===== src/rtl/pipelined_adder_wrapper_if.sv =====
// Valid/ready bundle for pipelined_adder_wrapper.
// out_ovf is present only when OVERFLOW_FLAG_EN is defined.
interface pipelined_adder_wrapper_if #(
   parameter int WIDTH = 32
);
   logic             in_valid;
   logic             in_ready;
   logic [WIDTH-1:0] in_a;
   logic [WIDTH-1:0] in_b;
   logic             in_cin;
   logic             in_sub;
   logic             out_valid;
   logic             out_ready;
   logic [WIDTH-1:0] out_sum;
   logic             out_cout;
`ifdef OVERFLOW_FLAG_EN
   logic             out_ovf;

   modport master (
      output in_valid, in_a, in_b,
      output in_cin, in_sub, out_ready,
      input  in_ready, out_valid,
      input  out_sum, out_cout, out_ovf
   );

   modport slave (
      input  in_valid, in_a, in_b,
      input  in_cin, in_sub, out_ready,
      output in_ready, out_valid,
      output out_sum, out_cout, out_ovf
   );
`else
   modport master (
      output in_valid, in_a, in_b,
      output in_cin, in_sub, out_ready,
      input  in_ready, out_valid,
      input  out_sum, out_cout
   );

   modport slave (
      input  in_valid, in_a, in_b,
      input  in_cin, in_sub, out_ready,
      output in_ready, out_valid,
      output out_sum, out_cout
   );
`endif
endinterface


===== src/rtl/pipelined_adder_wrapper.sv =====
// Segmented pipelined add/sub, SEG bits per stage, global stall.
// Optional signed-overflow flag: define OVERFLOW_FLAG_EN.
module pipelined_adder_wrapper #(
   parameter int WIDTH = 32,
   parameter int SEG   = 8
) (
   input logic                    clk,
   input logic                    rst,
   pipelined_adder_wrapper_if.slave io_bus
);
   localparam int NSEG = WIDTH / SEG;

   logic             w_adv;
   logic             w_out_valid;
   logic [WIDTH-1:0] w_bx;
   logic             w_seed;

   if ((WIDTH % SEG) != 0 || WIDTH < SEG) begin : g_bad
      $error("WIDTH must be a nonzero multiple of SEG");
   end

   assign w_out_valid     = g_stg[NSEG-1].r_v;
   assign w_adv           = io_bus.out_ready
                          || !w_out_valid;
   assign io_bus.in_ready = w_adv;

   // subtract as A + ~B + 1; cin is ignored then
   assign w_bx   = io_bus.in_sub ? ~io_bus.in_b
                                 : io_bus.in_b;
   assign w_seed = io_bus.in_sub | io_bus.in_cin;

   for (genvar k = 0; k < NSEG; k++) begin : g_stg
      localparam int SW = (k + 1) * SEG;
      localparam int RW = WIDTH - SW;

      logic [SEG-1:0] w_a;
      logic [SEG-1:0] w_b;
      logic           w_ci;
      logic           w_vi;
      logic [SEG:0]   w_add;
      logic [SW-1:0]  w_sum;
      logic [SW-1:0]  r_sum;
      logic           r_c;
      logic           r_v;

      if (k == 0) begin : g_src
         assign w_a   = io_bus.in_a[SEG-1:0];
         assign w_b   = w_bx[SEG-1:0];
         assign w_ci  = w_seed;
         assign w_vi  = io_bus.in_valid;
         assign w_sum = w_add[SEG-1:0];
      end else begin : g_src
         assign w_a   = g_stg[k-1].g_rest.r_ra[SEG-1:0];
         assign w_b   = g_stg[k-1].g_rest.r_rb[SEG-1:0];
         assign w_ci  = g_stg[k-1].r_c;
         assign w_vi  = g_stg[k-1].r_v;
         assign w_sum = {w_add[SEG-1:0],
                         g_stg[k-1].r_sum};
      end

      assign w_add = {1'b0, w_a}
                   + {1'b0, w_b}
                   + {{SEG{1'b0}}, w_ci};

      // beat valid advances with the pipe, bubbles included
      always_ff @(posedge clk or negedge rst) begin
         if (!rst) begin
            r_v <= 1'b0;
         end else if (w_adv) begin
            r_v <= w_vi;
         end
      end

      // sum-so-far and carry, loaded only for real beats
      always_ff @(posedge clk or negedge rst) begin
         if (!rst) begin
            r_sum <= '0;
            r_c   <= 1'b0;
         end else if (w_adv && w_vi) begin
            r_sum <= w_sum;
            r_c   <= w_add[SEG];
         end
      end

      if (k < NSEG - 1) begin : g_rest
         logic [RW-1:0] w_na;
         logic [RW-1:0] w_nb;
         logic [RW-1:0] r_ra;
         logic [RW-1:0] r_rb;

         if (k == 0) begin : g_nxt
            assign w_na = io_bus.in_a[WIDTH-1:SEG];
            assign w_nb = w_bx[WIDTH-1:SEG];
         end else begin : g_nxt
            assign w_na =
               g_stg[k-1].g_rest.r_ra[RW+SEG-1:SEG];
            assign w_nb =
               g_stg[k-1].g_rest.r_rb[RW+SEG-1:SEG];
         end

         // skew: not-yet-added operand segments
         always_ff @(posedge clk or negedge rst) begin
            if (!rst) begin
               r_ra <= '0;
               r_rb <= '0;
            end else if (w_adv && w_vi) begin
               r_ra <= w_na;
               r_rb <= w_nb;
            end
         end
      end

`ifdef OVERFLOW_FLAG_EN
      if (k == NSEG - 1) begin : g_ovf
         logic r_ovf;

         // top segment carries both operand MSBs
         always_ff @(posedge clk or negedge rst) begin
            if (!rst) begin
               r_ovf <= 1'b0;
            end else if (w_adv && w_vi) begin
               r_ovf <= (w_a[SEG-1] == w_b[SEG-1])
                     && (w_add[SEG-1] != w_a[SEG-1]);
            end
         end
      end
`endif
   end

   assign io_bus.out_valid = w_out_valid;
   assign io_bus.out_sum   = g_stg[NSEG-1].r_sum;
   assign io_bus.out_cout  = g_stg[NSEG-1].r_c;
`ifdef OVERFLOW_FLAG_EN
   assign io_bus.out_ovf   = g_stg[NSEG-1].g_ovf.r_ovf;
`endif

endmodule


===== src/flat_wrapper.sv =====
// flat-port wrapper written by rule: the top's interface ports become plain ports
module pipelined_adder_wrapper_flat 
#(
   parameter int WIDTH = 32,
   parameter int SEG   = 8
)
  (clk, rst, io_bus_in_valid, io_bus_in_a, io_bus_in_b, io_bus_in_cin, io_bus_in_sub, io_bus_out_ready, io_bus_in_ready, io_bus_out_valid, io_bus_out_sum, io_bus_out_cout);
  pipelined_adder_wrapper_if #(.WIDTH(WIDTH)) io_bus_i ();
  input logic clk;
  input logic rst;
  input wire logic [$bits(io_bus_i.in_valid)-1:0] io_bus_in_valid;
  input wire logic [$bits(io_bus_i.in_a)-1:0] io_bus_in_a;
  input wire logic [$bits(io_bus_i.in_b)-1:0] io_bus_in_b;
  input wire logic [$bits(io_bus_i.in_cin)-1:0] io_bus_in_cin;
  input wire logic [$bits(io_bus_i.in_sub)-1:0] io_bus_in_sub;
  input wire logic [$bits(io_bus_i.out_ready)-1:0] io_bus_out_ready;
  output wire logic [$bits(io_bus_i.in_ready)-1:0] io_bus_in_ready;
  output wire logic [$bits(io_bus_i.out_valid)-1:0] io_bus_out_valid;
  output wire logic [$bits(io_bus_i.out_sum)-1:0] io_bus_out_sum;
  output wire logic [$bits(io_bus_i.out_cout)-1:0] io_bus_out_cout;
  assign io_bus_i.in_valid = io_bus_in_valid;
  assign io_bus_i.in_a = io_bus_in_a;
  assign io_bus_i.in_b = io_bus_in_b;
  assign io_bus_i.in_cin = io_bus_in_cin;
  assign io_bus_i.in_sub = io_bus_in_sub;
  assign io_bus_i.out_ready = io_bus_out_ready;
  assign io_bus_in_ready = io_bus_i.in_ready;
  assign io_bus_out_valid = io_bus_i.out_valid;
  assign io_bus_out_sum = io_bus_i.out_sum;
  assign io_bus_out_cout = io_bus_i.out_cout;
  pipelined_adder_wrapper #(.WIDTH(WIDTH), .SEG(SEG)) u_core (.clk(clk), .rst(rst), .io_bus(io_bus_i));
endmodule

===== config.mk =====
export PLATFORM = sky130hd
export DESIGN_NAME = pipelined_adder_wrapper_flat
export DESIGN_NICKNAME = d
export VERILOG_FILES = /design/src/rtl/pipelined_adder_wrapper_if.sv /design/src/rtl/pipelined_adder_wrapper.sv /design/src/flat_wrapper.sv
export SDC_FILE = /design/constraint.sdc
export NUM_CORES = 1
export LEC_CHECK = 0
export CAP_MARGIN = 20
export CELL_PAD_IN_SITES_DETAIL_PLACEMENT = 0
export CELL_PAD_IN_SITES_GLOBAL_PLACEMENT = 1
export CORE_UTILIZATION = 25
export DETAILED_ROUTE_END_ITERATION = 8
export PLACE_DENSITY_LB_ADDON = 0.1
export SLEW_MARGIN = 10
export SYNTH_ARGS = -nofsm -noshare
export SYNTH_HDL_FRONTEND = slang
export SYNTH_SLANG_ARGS = --single-unit
export TNS_END_PERCENT = 20

===== constraint.sdc =====
create_clock -name clk -period 6.1 [get_ports clk]
set_input_delay 1.22 -clock clk [delete_from_list [all_inputs] [get_ports clk]]
set_output_delay 1.22 -clock clk [all_outputs]
set_load 0.01 [all_outputs]

; ---- After elaboration in Yosys (flattened, before gate mapping)
; Cells that the tools add are included.
[classes]
n_bitwise = 2
n_reduce_logical = 6
mux = 1
add_sub_neg = 8
[op_table]
columns = operator, count
row1 = $add 8x8->9, 4
row2 = $add 9x1->9, 4
row3 = $mux 32, 1
row4 = $not 32->32, 1
row5 = $logic_and 1x1->1, 4
row6 = $logic_not 1->1, 1
row7 = $logic_or 1x1->1, 1
row8 = $or 1x1->1, 1
[word_totals]
inputBits = 70
register_bits = 184

; ---- Longest topological paths before layout
; Gate-level depths: netlist of run 1.
[logic_depth]
word_depth = 4
ltp_mapped = 11
ltp_nobuf = 9

; ---- Least setup slack after synthesis of run 1
; No wires, ideal clock.
[synth_timing]
path_type = input to register
from = input port io_bus_in_sub
to = register u_core.g_stg[0].r_sum[6]
n_path_buf = 2
slack_ns = 2.769
setup_ns = 0.128
arrival_ns = 3.203
cell_stages = 11
path_cell_list = buf_2 buf_2 or2_2 fa_1 inv_1 fa_1 nor2b_1 o31ai_2 nand2b_1 a211oi_1 o31ai_1
[synth_via]
elab_chain_cells = 3
elab_cells_between_ends = 4
[synth_lines]
columns = element, line
row1 = from (decl), flat_wrapper.sv:15  ; input wire logic [$bits(io_bus_i.in_sub)-1:0] io_bus_in_sub;
row2 = $mux 32, pipelined_adder_wrapper.sv:28  ; assign w_bx = io_bus.in_sub ? ~io_bus.in_b
row3 = $add 8x8->9, pipelined_adder_wrapper.sv:62  ; + {1'b0, w_b}
row4 = $add 9x1->9 *, pipelined_adder_wrapper.sv:63  ; + {{SEG{1'b0}}, w_ci};
row5 = to (signal assigned), pipelined_adder_wrapper.sv:80  ; r_sum <= w_sum;
row6 = to (decl), pipelined_adder_wrapper.sv:42  ; logic [SW-1:0] r_sum;
; Every way passes the cells marked *; elsewhere a longest branch is shown, timed or not.
; A chain may end at the register's enable or synchronous reset.

; ---- Worst setup path in the final report of run 1
[layout_timing]
from = input port io_bus_out_ready
to = output port io_bus_in_ready
[layout_via]
elab_chain_cells = 1
[layout_lines]
columns = element, line
row1 = from (decl), flat_wrapper.sv:16  ; input wire logic [$bits(io_bus_i.out_ready)-1:0] io_bus_out_ready;
row2 = $logic_or 1x1->1, pipelined_adder_wrapper.sv:24  ; || !w_out_valid;
row3 = to (decl), flat_wrapper.sv:17  ; output wire logic [$bits(io_bus_i.in_ready)-1:0] io_bus_in_ready;
; No other way between the ends.

==> results of run 1 <==
-- metrics by stage --
step / utilization [%] / worst slack (ns) / std cells / hold WS (ns) / instance area (um2)
6_report: 31.9 / 2.33 / 1191 / 0.479 / 10400
5_1_grt: 31.9 / 2.27 / 1191 / 0.515 / 10400
4_1_cts: 31.9 / 2.32 / 1190 / 0.486 / 10400
3_5_place_dp: 29.8 / 2.34 / 1159 / 0.471 / 9730
3_3_place_gp: 29.8 / 2.33 / 1159 / 0.460 / 9730
2_1_floorplan: - / 2.77 / 637 / 0.445 / 8290
-- cell families (layout without fill, tap and decap cells) --
family / Yosys count / count (layout)
XOR/XNOR: 51 / 51
AO/OA/AOI/OAI: 120 / 120
flip-flops: 184 / 184
adder cells (fa/ha/maj): 36 / 36
AND/OR/NAND/NOR: 79 / 79
multiplexers: 127 / 127
buffers and inverters: 40 / 152
-- state kept, by name, indices dropped and copies added, names as in the netlist --
signal	cells
u_core.g_stg.g_rest.r_ra	48
u_core.g_stg.g_rest.r_rb	48
u_core.g_stg.r_sum	48
u_core.io_bus.out_sum	32
u_core.g_stg.r_c	3
u_core.g_stg.r_v	3
u_core.io_bus.out_cout	1
u_core.io_bus.out_valid	1
-- per-layer routing --
layer	share of wire, %	vias up	GRT usage (%)	wire, um
li1	-	2419	-	-
met1	48	2442	13.9	8240
met2	48	82	17.8	8170
met3	3.6	8	2.75	617
met4	0.95	0	3.40	164
met5	0	-	0	0
-- worst paths after layout --
kind | start | endpoint | slack, ns | depth (start not counted)
worst max register to register | u_core.g_stg[0].g_rest.r_rb[0] | u_core.g_stg[1].r_c | 3.67 | 7
worst max-delay path | io_bus_out_ready | io_bus_in_ready | 2.33 | 3
worst min-delay path | u_core.g_stg[0].g_rest.r_rb[12] | u_core.g_stg[0].g_rest.r_rb[12] | 0.48 | 2
worst min register to register | u_core.g_stg[0].g_rest.r_rb[12] | u_core.g_stg[0].g_rest.r_rb[12] | 0.48 | 2
max in group asynchronous | rst | u_core.io_bus.out_sum[14] | 4.07 | 2
min in group asynchronous | rst | u_core.g_stg[0].g_rest.r_ra[20] | 0.88 | 1
-- worst reg2reg max path, cell delays in order (launching register included) --
cell	delay, ns
dfrtp_1	0.40
fa_1	0.50
fa_1	0.45
a21oi_2	0.18
o21ai_1	0.12
a311o_1	0.36
a21oi_1	0.19
o21ai_1	0.07
-- power by group through the flow --
stage | registers, uW | logic, uW | clock network, uW
CTS | 2090 | 2120 | 1290
finish | 2070 | 2080 | 1240
detailed placement | 2110 | 2110 | 0
global route | 2160 | 2340 | 1340
floorplan | 2050 | 1500 | 0
global placement | 2090 | 2090 | 0
-- cell type report --
type,count,area [um2]
fill,3298,22200
sequential,184,4600
multi-input combinational,413,3450
timing repair buffer,110,1100
tap,442,553
clock buffer,19,453
clock inverter,12,210
inverter,11,41.3
-- layout by cell type, fill, tap and decap left out, types with 7 or more instances in the layout --
| master | n |
|---|---|
| ha_1 | 28 |
| o21ai_0 | 58 |
| dfrtp_1 | 184 |
| nand2b_1 | 7 |
| mux2_2 | 127 |
| inv_1 | 11 |
| xnor2_1 | 32 |
| o21ai_1 | 10 |
| fa_1 | 8 |
| xor2_1 | 19 |
| clkdlybuf4s50_1 | 102 |
| a21oi_1 | 19 |
| nor2_1 | 8 |
| nand2_1 | 53 |
| clkbuf_16 | 17 |
==> results.cfg, run 1 <==
[logic_synthesis]
synth-seq-cells = 184
synth_area_leader_cell = dfrtp_1
synth_compound_area_share_pct = 8.60
ys_top_cells_by_area = dfrtp_1 56%, mux2_2 17%, ha_1 4.2%, o21ai_0 3.5%, xnor2_1 3.4%
synthXorXnorAreaFrac_pct = 5.39
synth_fa_ha_area_share_pct = 6.16
yosys_most_used_dff = dfrtp_1
ys_warn_count = 0
synthMuxAreaShare_pct = 17.3
synth_simple_gate_area_share_pct = 4.15
synthTopCellsByCount = 184 x dfrtp_1, 127 x mux2_2, 58 x o21ai_0
synth_fp_nets = 743
synth_enable_flop_cells = 0
netlist_area_um2 = 8290
synth_top_cell_area_share_pct = 55.5
synth.most_common_cell = dfrtp_1
yosysSeqAreaShare_pct = 55.5
avgSynthCellArea_um2 = 13.0
synth_top_family_by_area = multiplexers
yosysUniqueCellTypes = 36
synthArstFlopShare_pct = 100
syn_inst = 637

[global_routing]
antenna_found_initial = 0
grt_max_degree = 104
grt-ovfl-total = 0
grt_pass1_vias = 5373
grt_pass1_wl_um = 28100
grt_util_all_layers_pct = 10.8

[min_path]
hp-class = flop to flop

[clock_network]
clk_latency_ns = 0.43
cts-hold-fix-buffers = 0
clock-sinks = 184
cts_setup_buffers = 0
clock_path_buffers = 2
cts_root_buffer = clkbuf_16
h-tree-depth = 4
cts_tree = built
ctsResizeCount = 0
path_clk_slew_ns = 0.07
numCtsBuffers = 17

[floorplan]
die_area_um2 = 33900
std_cell_rows = 66
die_width_um = 184
initial_core_util_pct = 25.4
num_io_pins = 105
dieHeight_um = 184
core-area_um2 = 32600

[sta]
period_share_pct = 61.7
hold_viol = 0
grt_setup_unrepaired = no
max_clock_freq_ghz = 0.266
finalSetupViolations = 0
worst_clock_skew_ns = 0.0121
slew_headroom_pct = 33.7
tns_ns = 0
drv_slew = 0
worstMarginPinSlew_ns = 0.995
period_minus_slack_ns = 3.77

[drt]
drt-vias-per-instance = 4.16
drtIter0Drc = 152
wire_per_inst_um = 14.4
finalWirelength_um = 17200
vias = 4951
drcViolationCount = 0
drt_first_pass_iters = 4
ant_nets = 0

[worst_setup_path]
slowest_stage = clkdlybuf4s50_1
path_common_cell = clkdlybuf4s50_1
crit_path_start_kind = input port
worstPathArrival_ns = 2.55
critPathBufInv = 2
crit_fanout = 13
path_delay_family = buffers and inverters
critical_path_class = input port to output port
slowest_delay_ns = 0.59
crit_required_ns = 4.88
crit_chain = clkdlybuf4s50_1 -> nand2b_4 -> clkdlybuf4s50_1
crit_path_end_kind = output port

[pwr]
pwr-share-clk_pct = 22.9
intPower_uw = 3670
swShare_pct = 32.0
p_total_uw = 5390
vdd_ir_drop_max_mv = 0.199
p_comb_share_pct = 38.6
power_frac_seq_pct = 38.4
p_leak_uw = 0.00443
power_density_nw_per_um2 = 517
p_switching_uw = 1730

[final_layout]
syn_to_final_growth_pct = 25.7
n_antenna_cell = 0
drive_gt1_share_pct = 24.0
nNetsFinal = 843

[placed_design]
hpwl_um = 11500
gp_congestion = 0.751
port_buffers = 104

[status]
status = finished, final reports clean

[run]
drv_cap = 0
(Power assumes the default switching activity.)
==> inputs of run 2 (changes only) <==
==> constraint.sdc (replaced) <==
create_clock -name clk -period 3.2 [get_ports clk]
set_input_delay 0.64 -clock clk [delete_from_list [all_inputs] [get_ports clk]]
set_output_delay 0.64 -clock clk [all_outputs]
set_load 0.01 [all_outputs]
==> run 2 against run 1 <==
Highest routed layer unchanged; sequential power rose by 90%; register-to-register slack got worse by 2.9 ns; via count rose by 1.4%; worst hold slack got worse by 0.33 ns; critical endpoint is now u_core.g_stg[0].r_sum[6]; clock-buffer cell count fell by 1.
==> results.cfg, run 2 (same netlist as run 1, synthesis figures left out) <==
[global_routing]
grt-ovfl-total = 0
grt_util_all_layers_pct = 11.1
grt_pass1_wl_um = 29200
grt_pass1_vias = 5435
antenna_found_initial = 0
grt_max_degree = 83

[pwr]
p_total_uw = 10000
swShare_pct = 33.8
pwr-share-clk_pct = 20.4
p_comb_share_pct = 40.3
vdd_ir_drop_max_mv = 0.346
power_density_nw_per_um2 = 961
p_switching_uw = 3390
intPower_uw = 6640
p_leak_uw = 0.00443
power_frac_seq_pct = 39.3

[final_layout]
mostFrequentLayoutCells = 184 x dfrtp_1, 127 x mux2_2, 102 x clkdlybuf4s50_1
nNetsFinal = 851
largestRegisters = u_core.g_stg.g_rest.r_ra x48, u_core.g_stg.g_rest.r_rb x48, u_core.g_stg.r_sum x48
drive_gt1_share_pct = 24.9
syn_to_final_growth_pct = 25.8
n_antenna_cell = 0
final_common_cell = dfrtp_1

[sta]
max_clock_freq_ghz = 0.394
timing.final.ws_setup_ns = 0.664
hold_viol = 0
period_minus_slack_ns = 2.54
finalSetupViolations = 0
tns_ns = 0
drv_slew = 0
slew_headroom_pct = 68.8
worst_clock_skew_ns = 0.0158
period_share_pct = 79.3
grt_setup_unrepaired = no
worstMarginPinSlew_ns = 0.468

[placed_design]
hpwl_um = 12300
preCtsSetupSlack_ns = 0.182
gp_congestion = 0.768
port_buffers = 104

[worst_setup_path]
crit_required_ns = 3.52
crit_path_end_kind = flop
critical_path_class = input port to flop
crit_path_start_kind = input port
crit_fanout = 3
worstPathArrival_ns = 2.86

[run]
drv_cap = 0

[clock_network]
cts-hold-fix-buffers = 0
path_clk_slew_ns = 0.08
clock-sinks = 184
clk_latency_ns = 0.43
cts_root_buffer = clkbuf_16
clock_path_buffers = 2
h-tree-depth = 4
ctsResizeCount = 0
cts_setup_buffers = 0
cts_tree = built
numCtsBuffers = 17

[drt]
finalWirelength_um = 17500
drtIter0Drc = 119
drt-vias-per-instance = 4.18
drt_first_pass_iters = 4
drcViolationCount = 0
vias = 5019
wire_per_inst_um = 14.6
ant_nets = 0

[floorplan]
dieHeight_um = 184
die_width_um = 184
std_cell_rows = 66
die_area_um2 = 33900
initial_core_util_pct = 25.4
num_io_pins = 105
core-area_um2 = 32600

[min_path]
hp-class = input port to asynchronous set/reset pin

[status]
status = finished, final reports clean
## run 2: changes by cell type in the layout (fill, tap and decap cells not counted), sizes merged
cell      change
buf           +8
bufinv        -5
clkinvlp      +3
inv           +3
clkinv        +1
clkbuf        -1
## run 2: path summary, 6_finish.rpt
| path | startpoint | end | slack [ns] | cells after the start |
|---|---|---|---|---|
| worst max-delay path | io_bus_in_cin | u_core.g_stg[0].r_sum[6] | 0.66 | 10 |
| worst min-delay path | rst | u_core.g_stg[0].g_rest.r_ra[20] | 0.15 | 1 |
| worst max register to register | u_core.g_stg[0].g_rest.r_rb[0] | u_core.g_stg[1].r_c | 0.77 | 7 |
| worst min register to register | u_core.io_bus.out_sum[31] | u_core.io_bus.out_sum[31] | 0.48 | 2 |
| max in group asynchronous | rst | u_core.g_stg[2].r_sum[4] | 2.25 | 2 |
| min in group clk | u_core.io_bus.out_sum[31] | u_core.io_bus.out_sum[31] | 0.48 | 2 |
## run 2: routing by layer
| metal | up-vias | global-route usage, % | part of all wire, % |
|---|---|---|---|
| li1 | 2446 | - | - |
| met1 | 2483 | 15.0 | 49 |
| met2 | 77 | 17.8 | 46 |
| met3 | 13 | 2.49 | 3.8 |
| met4 | 0 | 3.40 | 1.1 |
| met5 | - | 0 | 0 |
## run 2: per-stage QoR
step / utilization (%) / instance area, um2 / std cells / hold WS [ns]
floorplan: - / 8290 / 637 / 0.344
global placement: 30.2 / 9860 / 1168 / 0.461
detailed placement: 30.2 / 9860 / 1168 / 0.471
CTS: 32.0 / 10400 / 1200 / 0.153
global route: 32.0 / 10400 / 1200 / 0.172
finish: 32.0 / 10400 / 1200 / 0.152
## run 2: cell type report
| cell class | count | area [um2] |
|---|---|---|
| Clock buffer | 18 | 439 |
| Clock inverter | 14 | 133 |
| Fill cell | 3299 | 22200 |
| Inverter | 11 | 41.3 |
| Multi-Input combinational cell | 413 | 3450 |
| Sequential cell | 184 | 4600 |
| Tap cell | 442 | 553 |
| Timing Repair Buffer | 118 | 1210 |
## run 2: worst max-delay path: stages
cell             delay, ns
clkdlybuf4s50_1       0.39
or2_2                 0.28
fa_1                  0.43
inv_1                 0.09
fa_1                  0.20
nor2b_1               0.07
o31ai_2               0.28
nand2b_1              0.12
a211oi_1              0.24
o31ai_1               0.10
## run 2: power groups by stage
stage               registers, uW  clock network, uW  logic, uW
global placement             3990                  0       4070
global route                 4110               2240       4550
detailed placement           4010                  0       4120
CTS                          3970               2140       4130
floorplan                    3910                  0       2860
finish                       3940               2050       4040
